===== config.mk =====
export PLATFORM = sky130hd
export DESIGN_NAME = ctrl_pipe_unit_flat
export DESIGN_NICKNAME = d
export VERILOG_FILES = /design/src/rtl/ctrl_pipe_unit_if.sv /design/src/rtl/ctrl_pipe_unit.sv /design/src/flat_wrapper.sv
export SDC_FILE = /design/constraint.sdc
export NUM_CORES = 1
export LEC_CHECK = 0
export ABC_AREA = 1
export BUFFER_PORTS_ARGS = -buffer_cell sky130_fd_sc_hd__buf_2
export CAP_MARGIN = 5
export CORE_MARGIN = 4
export CORE_UTILIZATION = 35
export DETAILED_ROUTE_END_ITERATION = 10
export PLACE_DENSITY = 0.66
export SYNTH_ARGS = -nofsm -noshare
export SYNTH_HDL_FRONTEND = slang
export SYNTH_SLANG_ARGS = --single-unit

===== constraint.sdc =====
create_clock -name clk -period 1.97 [get_ports clk]
set_input_delay 0.394 -clock clk [delete_from_list [all_inputs] [get_ports clk]]
set_output_delay 0.394 -clock clk [all_outputs]
set_load 0.005 [all_outputs]

===== src/rtl/ctrl_pipe_unit_if.sv =====
`default_nettype none
// ============================================================================
// Module   : ctrl_pipe_unit_if
// Purpose  : Bundles the signals between the pipeline control unit and the
//            datapath. The control unit uses the master modport and the
//            datapath uses the slave modport.
// Signals  : id_instr/id_valid      - IF/ID instruction and valid flag
//            ex_redirect            - EX-resolved taken branch/jump/jr
//            ex_sys_exit            - exit request for the syscall in EX
//            resume                 - one-cycle pulse that leaves HALT
//            pc_stall/ifid_stall    - hold PC / IF/ID (combinational)
//            ifid_flush             - clear IF/ID (combinational)
//            ex_*                   - ID/EX control register fields
//            mem_*                  - EX/MEM control register fields
//            wb_*                   - MEM/WB control register fields
//            halt                   - CPU halted
//            stall_cnt/flush_cnt    - saturating statistics counters
//            illegal                - sticky illegal-op flag (ILLEGAL_TRAP_EN)
// Macro    : ILLEGAL_TRAP_EN adds the illegal signal.
// Revision : 1.0 - initial release
// ============================================================================
interface ctrl_pipe_unit_if #(
    parameter int ALUOP_W = 4,
    parameter int CNT_W   = 16
);
    logic [31:0]        id_instr;
    logic               id_valid;
    logic               ex_redirect;
    logic               ex_sys_exit;
    logic               resume;

    logic               pc_stall;
    logic               ifid_stall;
    logic               ifid_flush;

    logic [ALUOP_W-1:0] ex_aluop;
    logic               ex_alusrc;
    logic [1:0]         ex_extop;
    logic               ex_j;
    logic               ex_jal;
    logic               ex_jr;
    logic               ex_beq;
    logic               ex_bne;
    logic               ex_blez;
    logic               ex_syscall;
    logic [4:0]         ex_wreg;

    logic               mem_memwrite;
    logic               mem_sh;
    logic               mem_memtoreg;
    logic               mem_regwrite;
    logic [4:0]         mem_wreg;

    logic               wb_regwrite;
    logic               wb_memtoreg;
    logic               wb_jal;
    logic [4:0]         wb_wreg;

    logic               halt;
    logic [CNT_W-1:0]   stall_cnt;
    logic [CNT_W-1:0]   flush_cnt;
`ifdef ILLEGAL_TRAP_EN
    logic               illegal;
`endif

    modport master (
        input  id_instr, id_valid, ex_redirect, ex_sys_exit, resume,
        output pc_stall, ifid_stall, ifid_flush,
        output ex_aluop, ex_alusrc, ex_extop, ex_j, ex_jal, ex_jr,
        output ex_beq, ex_bne, ex_blez, ex_syscall, ex_wreg,
        output mem_memwrite, mem_sh, mem_memtoreg, mem_regwrite, mem_wreg,
        output wb_regwrite, wb_memtoreg, wb_jal, wb_wreg,
`ifdef ILLEGAL_TRAP_EN
        output illegal,
`endif
        output halt, stall_cnt, flush_cnt
    );

    modport slave (
        output id_instr, id_valid, ex_redirect, ex_sys_exit, resume,
        input  pc_stall, ifid_stall, ifid_flush,
        input  ex_aluop, ex_alusrc, ex_extop, ex_j, ex_jal, ex_jr,
        input  ex_beq, ex_bne, ex_blez, ex_syscall, ex_wreg,
        input  mem_memwrite, mem_sh, mem_memtoreg, mem_regwrite, mem_wreg,
        input  wb_regwrite, wb_memtoreg, wb_jal, wb_wreg,
`ifdef ILLEGAL_TRAP_EN
        input  illegal,
`endif
        input  halt, stall_cnt, flush_cnt
    );
endinterface
`default_nettype wire


===== src/rtl/ctrl_pipe_unit.sv =====
`default_nettype none
// ============================================================================
// Module   : ctrl_pipe_unit
// Purpose  : Control unit of the 5-stage MIPS pipeline. Decodes the ID-stage
//            instruction into a control bundle, carries it through the ID/EX,
//            EX/MEM and MEM/WB control registers, detects load-use hazards,
//            applies EX redirects, runs the syscall-exit halt FSM and keeps
//            saturating stall/flush counters.
// Ports    : clk   - system clock
//            rst_n - asynchronous active-low reset
//            bus   - ctrl_pipe_unit_if.master (instruction in, control out)
// Params   : ALUOP_W   - ALU opcode width (codes zero-extended)
//            CNT_W     - statistics counter width
//            DRAIN_CYC - drain cycles between exit syscall and halt (1..3)
// Macro    : ILLEGAL_TRAP_EN - undecodable instructions set a sticky illegal
//            flag and halt the CPU; otherwise they are silent bubbles.
// Revision : 1.0 - initial release
// ============================================================================
module ctrl_pipe_unit #(
    parameter int ALUOP_W   = 4,
    parameter int CNT_W     = 16,
    parameter int DRAIN_CYC = 2
) (
    input  logic             clk,
    input  logic             rst_n,
    ctrl_pipe_unit_if.master bus
);

    // ------------------------------------------------------------------
    // Encodings
    // ------------------------------------------------------------------
    localparam logic [5:0] c_op_rtype = 6'h00;
    localparam logic [5:0] c_op_j     = 6'h02;
    localparam logic [5:0] c_op_jal   = 6'h03;
    localparam logic [5:0] c_op_beq   = 6'h04;
    localparam logic [5:0] c_op_bne   = 6'h05;
    localparam logic [5:0] c_op_blez  = 6'h06;
    localparam logic [5:0] c_op_addi  = 6'h08;
    localparam logic [5:0] c_op_addiu = 6'h09;
    localparam logic [5:0] c_op_slti  = 6'h0A;
    localparam logic [5:0] c_op_sltiu = 6'h0B;
    localparam logic [5:0] c_op_andi  = 6'h0C;
    localparam logic [5:0] c_op_ori   = 6'h0D;
    localparam logic [5:0] c_op_lw    = 6'h23;
    localparam logic [5:0] c_op_sh    = 6'h29;
    localparam logic [5:0] c_op_sw    = 6'h2B;

    localparam logic [5:0] c_fn_sll     = 6'h00;
    localparam logic [5:0] c_fn_srl     = 6'h02;
    localparam logic [5:0] c_fn_sra     = 6'h03;
    localparam logic [5:0] c_fn_jr      = 6'h08;
    localparam logic [5:0] c_fn_syscall = 6'h0C;
    localparam logic [5:0] c_fn_add     = 6'h20;
    localparam logic [5:0] c_fn_addu    = 6'h21;
    localparam logic [5:0] c_fn_sub     = 6'h22;
    localparam logic [5:0] c_fn_and     = 6'h24;
    localparam logic [5:0] c_fn_or      = 6'h25;
    localparam logic [5:0] c_fn_xor     = 6'h26;
    localparam logic [5:0] c_fn_nor     = 6'h27;
    localparam logic [5:0] c_fn_slt     = 6'h2A;
    localparam logic [5:0] c_fn_sltu    = 6'h2B;

    localparam logic [ALUOP_W-1:0] c_alu_sll  = ALUOP_W'(4'b0000);
    localparam logic [ALUOP_W-1:0] c_alu_sra  = ALUOP_W'(4'b0001);
    localparam logic [ALUOP_W-1:0] c_alu_srl  = ALUOP_W'(4'b0010);
    localparam logic [ALUOP_W-1:0] c_alu_add  = ALUOP_W'(4'b0101);
    localparam logic [ALUOP_W-1:0] c_alu_sub  = ALUOP_W'(4'b0110);
    localparam logic [ALUOP_W-1:0] c_alu_and  = ALUOP_W'(4'b0111);
    localparam logic [ALUOP_W-1:0] c_alu_or   = ALUOP_W'(4'b1000);
    localparam logic [ALUOP_W-1:0] c_alu_xor  = ALUOP_W'(4'b1001);
    localparam logic [ALUOP_W-1:0] c_alu_nor  = ALUOP_W'(4'b1010);
    localparam logic [ALUOP_W-1:0] c_alu_slt  = ALUOP_W'(4'b1011);
    localparam logic [ALUOP_W-1:0] c_alu_sltu = ALUOP_W'(4'b1100);
    localparam logic [ALUOP_W-1:0] c_alu_none = ALUOP_W'(4'b1101);

    localparam logic [1:0] c_ext_shamt = 2'b10;
    localparam logic [1:0] c_ext_zero  = 2'b01;

    // ------------------------------------------------------------------
    // Types
    // ------------------------------------------------------------------
    typedef struct packed {
        logic [ALUOP_W-1:0] aluop;
        logic               alusrc;
        logic [1:0]         extop;
        logic               j;
        logic               jal;
        logic               jr;
        logic               beq;
        logic               bne;
        logic               blez;
        logic               syscall;
        logic               memwrite;
        logic               sh;
        logic               memtoreg;
        logic               regwrite;
        logic [4:0]         wreg;
    } id_ex_t;

    typedef struct packed {
        logic       memwrite;
        logic       sh;
        logic       memtoreg;
        logic       regwrite;
        logic       jal;
        logic [4:0] wreg;
    } ex_mem_t;

    typedef struct packed {
        logic       regwrite;
        logic       memtoreg;
        logic       jal;
        logic [4:0] wreg;
    } mem_wb_t;

    typedef enum logic [1:0] {
        S_RUN   = 2'd0,
        S_DRAIN = 2'd1,
        S_HALT  = 2'd2
    } state_t;

    function automatic logic [CNT_W-1:0] sat_inc(input logic [CNT_W-1:0] v);
        return (v == '1) ? v : v + CNT_W'(1);
    endfunction

    // ------------------------------------------------------------------
    // Signals
    // ------------------------------------------------------------------
    logic [5:0] w_op;
    logic [5:0] w_funct;
    logic [4:0] w_rs;
    logic [4:0] w_rt;
    logic [4:0] w_rd;
    logic       w_unused_shamt;

    id_ex_t     w_dec;
    logic       w_known;
    logic       w_load_use;
    logic       w_exit;
    logic       w_pc_stall;
    logic       w_ifid_flush;
    logic       w_load_idex;

    id_ex_t           idex_q,      idex_d;
    ex_mem_t          exmem_q,     exmem_d;
    mem_wb_t          memwb_q,     memwb_d;
    state_t           state_q,     state_d;
    logic [1:0]       drain_cnt_q, drain_cnt_d;
    logic [CNT_W-1:0] stall_cnt_q, stall_cnt_d;
    logic [CNT_W-1:0] flush_cnt_q, flush_cnt_d;
`ifdef ILLEGAL_TRAP_EN
    logic             w_illegal;
    logic             ex_illegal_q, ex_illegal_d;
    logic             illegal_q,    illegal_d;
`endif

    assign w_op    = bus.id_instr[31:26];
    assign w_rs    = bus.id_instr[25:21];
    assign w_rt    = bus.id_instr[20:16];
    assign w_rd    = bus.id_instr[15:11];
    assign w_funct = bus.id_instr[5:0];
    // Shift amount is consumed by the datapath, not by control.
    assign w_unused_shamt = ^bus.id_instr[10:6];

    // ------------------------------------------------------------------
    // ID-stage decoder
    // ------------------------------------------------------------------
    always_comb begin
        w_dec   = '0;
        w_known = 1'b0;
        case (w_op)
            c_op_rtype: begin
                case (w_funct)
                    c_fn_add, c_fn_addu: begin
                        w_known = 1'b1; w_dec.aluop = c_alu_add;  w_dec.regwrite = 1'b1;
                    end
                    c_fn_sub: begin
                        w_known = 1'b1; w_dec.aluop = c_alu_sub;  w_dec.regwrite = 1'b1;
                    end
                    c_fn_and: begin
                        w_known = 1'b1; w_dec.aluop = c_alu_and;  w_dec.regwrite = 1'b1;
                    end
                    c_fn_or: begin
                        w_known = 1'b1; w_dec.aluop = c_alu_or;   w_dec.regwrite = 1'b1;
                    end
                    c_fn_xor: begin
                        w_known = 1'b1; w_dec.aluop = c_alu_xor;  w_dec.regwrite = 1'b1;
                    end
                    c_fn_nor: begin
                        w_known = 1'b1; w_dec.aluop = c_alu_nor;  w_dec.regwrite = 1'b1;
                    end
                    c_fn_slt: begin
                        w_known = 1'b1; w_dec.aluop = c_alu_slt;  w_dec.regwrite = 1'b1;
                    end
                    c_fn_sltu: begin
                        w_known = 1'b1; w_dec.aluop = c_alu_sltu; w_dec.regwrite = 1'b1;
                    end
                    // Shifts route shamt through the immediate operand path.
                    c_fn_sll: begin
                        w_known = 1'b1; w_dec.aluop = c_alu_sll; w_dec.regwrite = 1'b1;
                        w_dec.alusrc = 1'b1; w_dec.extop = c_ext_shamt;
                    end
                    c_fn_srl: begin
                        w_known = 1'b1; w_dec.aluop = c_alu_srl; w_dec.regwrite = 1'b1;
                        w_dec.alusrc = 1'b1; w_dec.extop = c_ext_shamt;
                    end
                    c_fn_sra: begin
                        w_known = 1'b1; w_dec.aluop = c_alu_sra; w_dec.regwrite = 1'b1;
                        w_dec.alusrc = 1'b1; w_dec.extop = c_ext_shamt;
                    end
                    c_fn_jr: begin
                        w_known = 1'b1; w_dec.aluop = c_alu_none; w_dec.jr = 1'b1;
                    end
                    c_fn_syscall: begin
                        w_known = 1'b1; w_dec.aluop = c_alu_none; w_dec.syscall = 1'b1;
                    end
                    default: ;
                endcase
            end
            c_op_addi, c_op_addiu: begin
                w_known = 1'b1; w_dec.aluop = c_alu_add;
                w_dec.alusrc = 1'b1; w_dec.regwrite = 1'b1;
            end
            c_op_andi: begin
                w_known = 1'b1; w_dec.aluop = c_alu_and;
                w_dec.alusrc = 1'b1; w_dec.regwrite = 1'b1;
            end
            c_op_ori: begin
                w_known = 1'b1; w_dec.aluop = c_alu_or; w_dec.extop = c_ext_zero;
                w_dec.alusrc = 1'b1; w_dec.regwrite = 1'b1;
            end
            c_op_slti: begin
                w_known = 1'b1; w_dec.aluop = c_alu_slt;
                w_dec.alusrc = 1'b1; w_dec.regwrite = 1'b1;
            end
            c_op_sltiu: begin
                w_known = 1'b1; w_dec.aluop = c_alu_sltu;
                w_dec.alusrc = 1'b1; w_dec.regwrite = 1'b1;
            end
            c_op_beq: begin
                w_known = 1'b1; w_dec.aluop = c_alu_none; w_dec.beq = 1'b1;
            end
            c_op_bne: begin
                w_known = 1'b1; w_dec.aluop = c_alu_none; w_dec.bne = 1'b1;
            end
            c_op_blez: begin
                w_known = 1'b1; w_dec.aluop = c_alu_none; w_dec.blez = 1'b1;
            end
            c_op_j: begin
                w_known = 1'b1; w_dec.aluop = c_alu_none; w_dec.j = 1'b1;
            end
            c_op_jal: begin
                w_known = 1'b1; w_dec.aluop = c_alu_none; w_dec.jal = 1'b1;
                w_dec.regwrite = 1'b1;
            end
            c_op_lw: begin
                w_known = 1'b1; w_dec.aluop = c_alu_add; w_dec.alusrc = 1'b1;
                w_dec.memtoreg = 1'b1; w_dec.regwrite = 1'b1;
            end
            c_op_sw: begin
                w_known = 1'b1; w_dec.aluop = c_alu_add; w_dec.alusrc = 1'b1;
                w_dec.memwrite = 1'b1;
            end
            c_op_sh: begin
                w_known = 1'b1; w_dec.aluop = c_alu_add; w_dec.alusrc = 1'b1;
                w_dec.memwrite = 1'b1; w_dec.sh = 1'b1;
            end
            default: ;
        endcase

        // Destination register only exists for writers; wreg stays 0 otherwise.
        if (w_dec.regwrite) begin
            if (w_op == c_op_rtype)
                w_dec.wreg = w_rd;
            else if (w_op == c_op_jal)
                w_dec.wreg = 5'd31;
            else
                w_dec.wreg = w_rt;
        end

        if (!bus.id_valid || !w_known)
            w_dec = '0;
    end

`ifdef ILLEGAL_TRAP_EN
    assign w_illegal = bus.id_valid && !w_known;
`endif

    // ------------------------------------------------------------------
    // Hazard / exit detection
    // ------------------------------------------------------------------
    assign w_load_use = bus.id_valid && idex_q.memtoreg && (idex_q.wreg != 5'd0) &&
                        ((idex_q.wreg == w_rs) || (idex_q.wreg == w_rt));

    assign w_exit = idex_q.syscall && bus.ex_sys_exit;

    // ------------------------------------------------------------------
    // FSM next state, stall/flush and counters
    // ------------------------------------------------------------------
    always_comb begin
        state_d      = state_q;
        drain_cnt_d  = drain_cnt_q;
        stall_cnt_d  = stall_cnt_q;
        flush_cnt_d  = flush_cnt_q;
        w_pc_stall   = 1'b0;
        w_ifid_flush = 1'b0;
        w_load_idex  = 1'b0;
`ifdef ILLEGAL_TRAP_EN
        illegal_d    = illegal_q;
`endif
        case (state_q)
            S_RUN: begin
`ifdef ILLEGAL_TRAP_EN
                if (ex_illegal_q) begin
                    w_ifid_flush = 1'b1;
                    illegal_d    = 1'b1;
                    state_d      = S_HALT;
                end else
`endif
                if (w_exit) begin
                    // Younger instructions behind the exit are discarded.
                    w_ifid_flush = 1'b1;
                    drain_cnt_d  = 2'(DRAIN_CYC);
                    state_d      = S_DRAIN;
                end else if (bus.ex_redirect) begin
                    // Redirect wins over a load-use hazard: the stalled
                    // instruction is on the wrong path anyway.
                    w_ifid_flush = 1'b1;
                    flush_cnt_d  = sat_inc(flush_cnt_q);
                end else if (w_load_use) begin
                    w_pc_stall   = 1'b1;
                    stall_cnt_d  = sat_inc(stall_cnt_q);
                end else begin
                    w_load_idex  = 1'b1;
                end
            end
            S_DRAIN: begin
                w_pc_stall  = 1'b1;
                drain_cnt_d = drain_cnt_q - 2'd1;
                if (drain_cnt_q == 2'd1)
                    state_d = S_HALT;
            end
            S_HALT: begin
                w_pc_stall = 1'b1;
                if (bus.resume) begin
                    state_d = S_RUN;
`ifdef ILLEGAL_TRAP_EN
                    illegal_d = 1'b0;
`endif
                end
            end
            default: state_d = S_RUN;
        endcase
    end

    // ------------------------------------------------------------------
    // Pipeline register next values
    // ------------------------------------------------------------------
    always_comb begin
        idex_d           = w_load_idex ? w_dec : '0;

        exmem_d.memwrite = idex_q.memwrite;
        exmem_d.sh       = idex_q.sh;
        exmem_d.memtoreg = idex_q.memtoreg;
        exmem_d.regwrite = idex_q.regwrite;
        exmem_d.jal      = idex_q.jal;
        exmem_d.wreg     = idex_q.wreg;

        memwb_d.regwrite = exmem_q.regwrite;
        memwb_d.memtoreg = exmem_q.memtoreg;
        memwb_d.jal      = exmem_q.jal;
        memwb_d.wreg     = exmem_q.wreg;
    end

`ifdef ILLEGAL_TRAP_EN
    assign ex_illegal_d = w_load_idex && w_illegal;
`endif

    always_ff @(posedge clk or negedge rst_n) begin
        if (!rst_n) begin
            idex_q       <= '0;
            exmem_q      <= '0;
            memwb_q      <= '0;
            state_q      <= S_RUN;
            drain_cnt_q  <= 2'd0;
            stall_cnt_q  <= '0;
            flush_cnt_q  <= '0;
`ifdef ILLEGAL_TRAP_EN
            ex_illegal_q <= 1'b0;
            illegal_q    <= 1'b0;
`endif
        end else begin
            idex_q       <= idex_d;
            exmem_q      <= exmem_d;
            memwb_q      <= memwb_d;
            state_q      <= state_d;
            drain_cnt_q  <= drain_cnt_d;
            stall_cnt_q  <= stall_cnt_d;
            flush_cnt_q  <= flush_cnt_d;
`ifdef ILLEGAL_TRAP_EN
            ex_illegal_q <= ex_illegal_d;
            illegal_q    <= illegal_d;
`endif
        end
    end

    // ------------------------------------------------------------------
    // Outputs
    // ------------------------------------------------------------------
    assign bus.pc_stall     = w_pc_stall;
    assign bus.ifid_stall   = w_pc_stall;
    assign bus.ifid_flush   = w_ifid_flush;

    assign bus.ex_aluop     = idex_q.aluop;
    assign bus.ex_alusrc    = idex_q.alusrc;
    assign bus.ex_extop     = idex_q.extop;
    assign bus.ex_j         = idex_q.j;
    assign bus.ex_jal       = idex_q.jal;
    assign bus.ex_jr        = idex_q.jr;
    assign bus.ex_beq       = idex_q.beq;
    assign bus.ex_bne       = idex_q.bne;
    assign bus.ex_blez      = idex_q.blez;
    assign bus.ex_syscall   = idex_q.syscall;
    assign bus.ex_wreg      = idex_q.wreg;

    assign bus.mem_memwrite = exmem_q.memwrite;
    assign bus.mem_sh       = exmem_q.sh;
    assign bus.mem_memtoreg = exmem_q.memtoreg;
    assign bus.mem_regwrite = exmem_q.regwrite;
    assign bus.mem_wreg     = exmem_q.wreg;

    assign bus.wb_regwrite  = memwb_q.regwrite;
    assign bus.wb_memtoreg  = memwb_q.memtoreg;
    assign bus.wb_jal       = memwb_q.jal;
    assign bus.wb_wreg      = memwb_q.wreg;

    assign bus.halt         = (state_q == S_HALT);
    assign bus.stall_cnt    = stall_cnt_q;
    assign bus.flush_cnt    = flush_cnt_q;
`ifdef ILLEGAL_TRAP_EN
    assign bus.illegal      = illegal_q;
`endif

endmodule
`default_nettype wire


===== src/flat_wrapper.sv =====
// flat-port wrapper written by rule: the top's interface ports become plain ports
module ctrl_pipe_unit_flat 
#(
    parameter int ALUOP_W   = 4,
    parameter int CNT_W     = 16,
    parameter int DRAIN_CYC = 2
)
  (clk, rst_n, bus_id_instr, bus_id_valid, bus_ex_redirect, bus_ex_sys_exit, bus_resume, bus_pc_stall, bus_ifid_stall, bus_ifid_flush, bus_ex_aluop, bus_ex_alusrc, bus_ex_extop, bus_ex_j, bus_ex_jal, bus_ex_jr, bus_ex_beq, bus_ex_bne, bus_ex_blez, bus_ex_syscall, bus_ex_wreg, bus_mem_memwrite, bus_mem_sh, bus_mem_memtoreg, bus_mem_regwrite, bus_mem_wreg, bus_wb_regwrite, bus_wb_memtoreg, bus_wb_jal, bus_wb_wreg, bus_halt, bus_stall_cnt, bus_flush_cnt);
  ctrl_pipe_unit_if #(.ALUOP_W(ALUOP_W), .CNT_W(CNT_W)) bus_i ();
  input  logic clk;
  input  logic rst_n;
  input wire logic [$bits(bus_i.id_instr)-1:0] bus_id_instr;
  input wire logic [$bits(bus_i.id_valid)-1:0] bus_id_valid;
  input wire logic [$bits(bus_i.ex_redirect)-1:0] bus_ex_redirect;
  input wire logic [$bits(bus_i.ex_sys_exit)-1:0] bus_ex_sys_exit;
  input wire logic [$bits(bus_i.resume)-1:0] bus_resume;
  output wire logic [$bits(bus_i.pc_stall)-1:0] bus_pc_stall;
  output wire logic [$bits(bus_i.ifid_stall)-1:0] bus_ifid_stall;
  output wire logic [$bits(bus_i.ifid_flush)-1:0] bus_ifid_flush;
  output wire logic [$bits(bus_i.ex_aluop)-1:0] bus_ex_aluop;
  output wire logic [$bits(bus_i.ex_alusrc)-1:0] bus_ex_alusrc;
  output wire logic [$bits(bus_i.ex_extop)-1:0] bus_ex_extop;
  output wire logic [$bits(bus_i.ex_j)-1:0] bus_ex_j;
  output wire logic [$bits(bus_i.ex_jal)-1:0] bus_ex_jal;
  output wire logic [$bits(bus_i.ex_jr)-1:0] bus_ex_jr;
  output wire logic [$bits(bus_i.ex_beq)-1:0] bus_ex_beq;
  output wire logic [$bits(bus_i.ex_bne)-1:0] bus_ex_bne;
  output wire logic [$bits(bus_i.ex_blez)-1:0] bus_ex_blez;
  output wire logic [$bits(bus_i.ex_syscall)-1:0] bus_ex_syscall;
  output wire logic [$bits(bus_i.ex_wreg)-1:0] bus_ex_wreg;
  output wire logic [$bits(bus_i.mem_memwrite)-1:0] bus_mem_memwrite;
  output wire logic [$bits(bus_i.mem_sh)-1:0] bus_mem_sh;
  output wire logic [$bits(bus_i.mem_memtoreg)-1:0] bus_mem_memtoreg;
  output wire logic [$bits(bus_i.mem_regwrite)-1:0] bus_mem_regwrite;
  output wire logic [$bits(bus_i.mem_wreg)-1:0] bus_mem_wreg;
  output wire logic [$bits(bus_i.wb_regwrite)-1:0] bus_wb_regwrite;
  output wire logic [$bits(bus_i.wb_memtoreg)-1:0] bus_wb_memtoreg;
  output wire logic [$bits(bus_i.wb_jal)-1:0] bus_wb_jal;
  output wire logic [$bits(bus_i.wb_wreg)-1:0] bus_wb_wreg;
  output wire logic [$bits(bus_i.halt)-1:0] bus_halt;
  output wire logic [$bits(bus_i.stall_cnt)-1:0] bus_stall_cnt;
  output wire logic [$bits(bus_i.flush_cnt)-1:0] bus_flush_cnt;
  assign bus_i.id_instr = bus_id_instr;
  assign bus_i.id_valid = bus_id_valid;
  assign bus_i.ex_redirect = bus_ex_redirect;
  assign bus_i.ex_sys_exit = bus_ex_sys_exit;
  assign bus_i.resume = bus_resume;
  assign bus_pc_stall = bus_i.pc_stall;
  assign bus_ifid_stall = bus_i.ifid_stall;
  assign bus_ifid_flush = bus_i.ifid_flush;
  assign bus_ex_aluop = bus_i.ex_aluop;
  assign bus_ex_alusrc = bus_i.ex_alusrc;
  assign bus_ex_extop = bus_i.ex_extop;
  assign bus_ex_j = bus_i.ex_j;
  assign bus_ex_jal = bus_i.ex_jal;
  assign bus_ex_jr = bus_i.ex_jr;
  assign bus_ex_beq = bus_i.ex_beq;
  assign bus_ex_bne = bus_i.ex_bne;
  assign bus_ex_blez = bus_i.ex_blez;
  assign bus_ex_syscall = bus_i.ex_syscall;
  assign bus_ex_wreg = bus_i.ex_wreg;
  assign bus_mem_memwrite = bus_i.mem_memwrite;
  assign bus_mem_sh = bus_i.mem_sh;
  assign bus_mem_memtoreg = bus_i.mem_memtoreg;
  assign bus_mem_regwrite = bus_i.mem_regwrite;
  assign bus_mem_wreg = bus_i.mem_wreg;
  assign bus_wb_regwrite = bus_i.wb_regwrite;
  assign bus_wb_memtoreg = bus_i.wb_memtoreg;
  assign bus_wb_jal = bus_i.wb_jal;
  assign bus_wb_wreg = bus_i.wb_wreg;
  assign bus_halt = bus_i.halt;
  assign bus_stall_cnt = bus_i.stall_cnt;
  assign bus_flush_cnt = bus_i.flush_cnt;
  ctrl_pipe_unit #(.ALUOP_W(ALUOP_W), .CNT_W(CNT_W), .DRAIN_CYC(DRAIN_CYC)) u_core (.clk(clk), .rst_n(rst_n), .bus(bus_i));
endmodule

==> run summary <==
status = finished with violations
violated checks = negative setup slack
post-synthesis cell type count = 33
CTS buffer count = 9
FF-to-FF End = u_core.exmem_d[8]
worst path cell trace = inv_1 -> nand2_1 -> nand2_1 -> nor2_2 -> nand3_1 -> nand2_2 -> nand2_2 -> inv_2 -> nand2_2 -> a21oi_2 -> buf_2
Fmax = 0.4885 GHz
crit-path leading delay family = simple AND/OR/NAND/NOR gates
CTS Root Cell = clkbuf_16
Hold Path Class = in2async
power density cells = 853.3 nW/um^2
synthesized area per cell = 8.043 um^2
Mapped Cells = 507
Worst Path Buf+Inv = 3
Syn Nets = 552
Tmin final = 2.047 ns
Overflow after GRT = 0
initial antenna violation count = 0
drt initial violations = 286
Crit-path slowest cell = dfrtp_1
Leak = 0.002862 uW
CP arrival = 1.65 ns
CTS clk-pin slew, worst paths = 0.06 ns
First-pass DRT Iterations = 4
design area = 5171 um^2
maximum VDD drop = 0.5598 mV
Skew-Pair Late Insertion Delay = 0.33 ns
hold slack = 0.004520 ns
Yosys warnings = 0
number of clock sinks = 77
placed cell area = 4768 um^2
CTS tree = built
dpl ws = 0.02998 ns
Syn Std Cell Area = 4078 um^2
Final period util = 103.9%
Fillers = 1120
Worst path most repeated cell = nand2_2
Clock Skews = 0.007025 ns
RSZ-0062 raised after global routing = true
max-cap viol count = 0
area leader, netlist = dfrtp_1
setup slack, reg-to-reg = 0.05 ns
reg2reg start = u_core.state_q[1]
post-synthesis register bit count = 77
CP Capture Type = output pin
Vias/cell = 4.683
Worst slew margin = 71.38%
total count of hold-check failures in the final report = 0
maximum net fanout on the critical path = 5
final non-filler cell total = 772
Placer Congestion = 0.9345
share of cells above drive strength 1 = 28.14%
CP Data Required Time = 1.58 ns
Global Route Usage Sum = 14.58%
Cells after DPL = 749
sequential element share of the synthesized area = 47.25%
fin worst setup slack = -0.07701 ns
Die X = 115.9 um
WL final = 9.515 mm
first-pass GRT wire length = 15.61 mm
Final nets = 671
synth top area cells = dfrtp_1 47%, nand2_1 11%, inv_1 6.3%
Tightest Pin Transition = 0.4293 ns
largest net degree at the start of global routing = 47
wire per inst = 12.33 um
Post-route DRC = 0
share of the synthesized area in the top cell type = 47.25%
Final Total Pwr = 4412 uW
R2R cell count = 11
count of endpoints failing setup in the final report = 2
crit start category = flip-flop
I/O pin cnt = 110
Antenna Cells = 0
row cnt = 39
Layout area overhead = 26.82%
die area = 13440 um^2
H-tree depth = 3
Die H = 115.9 um
Core ar. = 11420 um^2
vias in the first global route = 3303
Worst path max stage delay = 0.41 ns
DR vias = 3615
clk buf depth = 2
Initial Utilization = 35.71%
CP Class = reg2out
IO Port Bufs = 104
post-detail-place hpwl = 7.376 mm
Max Slew Vio Count = 0
Final ANT Viol Nets = 0
flip-flops by register name, indices dropped and copies added, names as in the netlist, 2 cells and up:
name and cells:
u_core.bus.ex_wreg 5, u_core.drain_cnt_q 2, u_core.exmem_d 4, u_core.bus.ex_extop 2
u_core.state_q 2, u_core.bus.stall_cnt 16, u_core.bus.wb_wreg 5, u_core.bus.flush_cnt 16
u_core.bus.mem_wreg 5, u_core.bus.ex_aluop 4
through the flow:
step	TNS [ns]	util, %
floorplan	0	-
global placement	0	41.76
detailed placement	0	41.76
CTS	-0.2696	45.07
global route	-1.458	45.29
finish	-0.1521	45.29
cell usage after synthesis (all sizes together):
master and instances:
nand2 126, nand4 6, and3 1, o21a 2
xor2 17, o31ai 1, clkinv 2, nor3b 1
ha 7, nor4 1, xnor2 8, inv 69
buf 15, o221ai 1, a21oi 15, nand3b 5
nor3 13, nor2 83, o21ai 19, dfrtp 77
nand3 38
worst register-to-register path, stage by stage (launching register included):
cell and delay, ns:
dfrtp_1 0.38, inv_1 0.09, ha_2 0.19, inv_1 0.08
nor3_4 0.22, buf_4 0.16, inv_1 0.04, a21oi_1 0.12
buf_4 0.15, nand3_4 0.13, buf_12 0.18, nor2_1 0.11
metal layers:
layer / part of all wire, % / up-vias / GRT usage (%)
li1: - / 1810 / -
met1: 43 / 1674 / 18.93
met2: 49 / 112 / 23.44
met3: 5.6 / 19 / 3.394
met4: 2.3 / 0 / 6.110
met5: 0 / - / 0
worst max path at each step:
stage / startpoint / end / slack (ns) / cells past startpoint
2_1_floorplan: u_core.bus.stall_cnt[0] / u_core.bus.stall_cnt[10] / 0.25 / 9
3_3_place_gp: bus_id_instr[16] / bus_ifid_stall / 0.08 / 11
3_5_place_dp: u_core.state_q[0] / u_core.exmem_d[7] / 0.03 / 10
4_1_cts: u_core.bus.ex_wreg[0] / bus_ifid_stall / -0.14 / 10
5_1_grt: u_core.bus.ex_wreg[1] / bus_pc_stall / -0.23 / 11
6_report: u_core.bus.ex_wreg[1] / bus_ifid_stall / -0.08 / 11
cell type report:
class / instances / area, um^2 / area share, %
Sequential cell: 77 / 1931 / 37.33
Inverter: 71 / 267.8 / 5.178
Timing Repair Buffer: 123 / 703.2 / 13.60
Clock buffer: 10 / 229.0 / 4.428
Clock inverter: 4 / 75.07 / 1.452
Tap cell: 143 / 178.9 / 3.460
Multi-Input combinational cell: 344 / 1787 / 34.55
repair_timing:
item	CTS	global route
pin swaps	9	8
setup buffers	7	2
setup endpoints to repair	2	16
hold endpoints to repair	0	0
hold buffers	0	0
resized for setup	9	6
kinds of logic (layout without fill, tap and decap cells):
group	after synthesis	after routing	share of synthesized area (%)
adders and majority gates	7	7	2.148
xor gates and xnor gates	25	25	5.370
buffers and inverters	86	208	9.604
and+or+nand+nor	274	274	30.59
DFF	77	77	47.25
AOI/OAI and AO/OA	38	38	5.032
power breakdown:
| part | switching [uW] | internal [uW] |
|---|---|---|
| logic | 511 | 383 |
| registers | 106 | 1700 |
| clock network | 615 | 1090 |
| total | 1230 | 3180 |
layout by cell type (no fill, tap or decap), drive strengths merged:
master    count
inv          69
clkinvlp      2
nand3b        5
clkinv        2
nor3b         1
nor2         83
clkbuf       10
o21a          2
nand3        38
nor3         13
and3          1
a21oi        15
bufinv        2
o21ai        19
xor2         17
o221ai        1
xnor2         8
buf         123
nor4          1
dfrtp        77
ha            7
nand4         6
nand2       126
o31ai         1
Power figures use the tool's default switching activity.
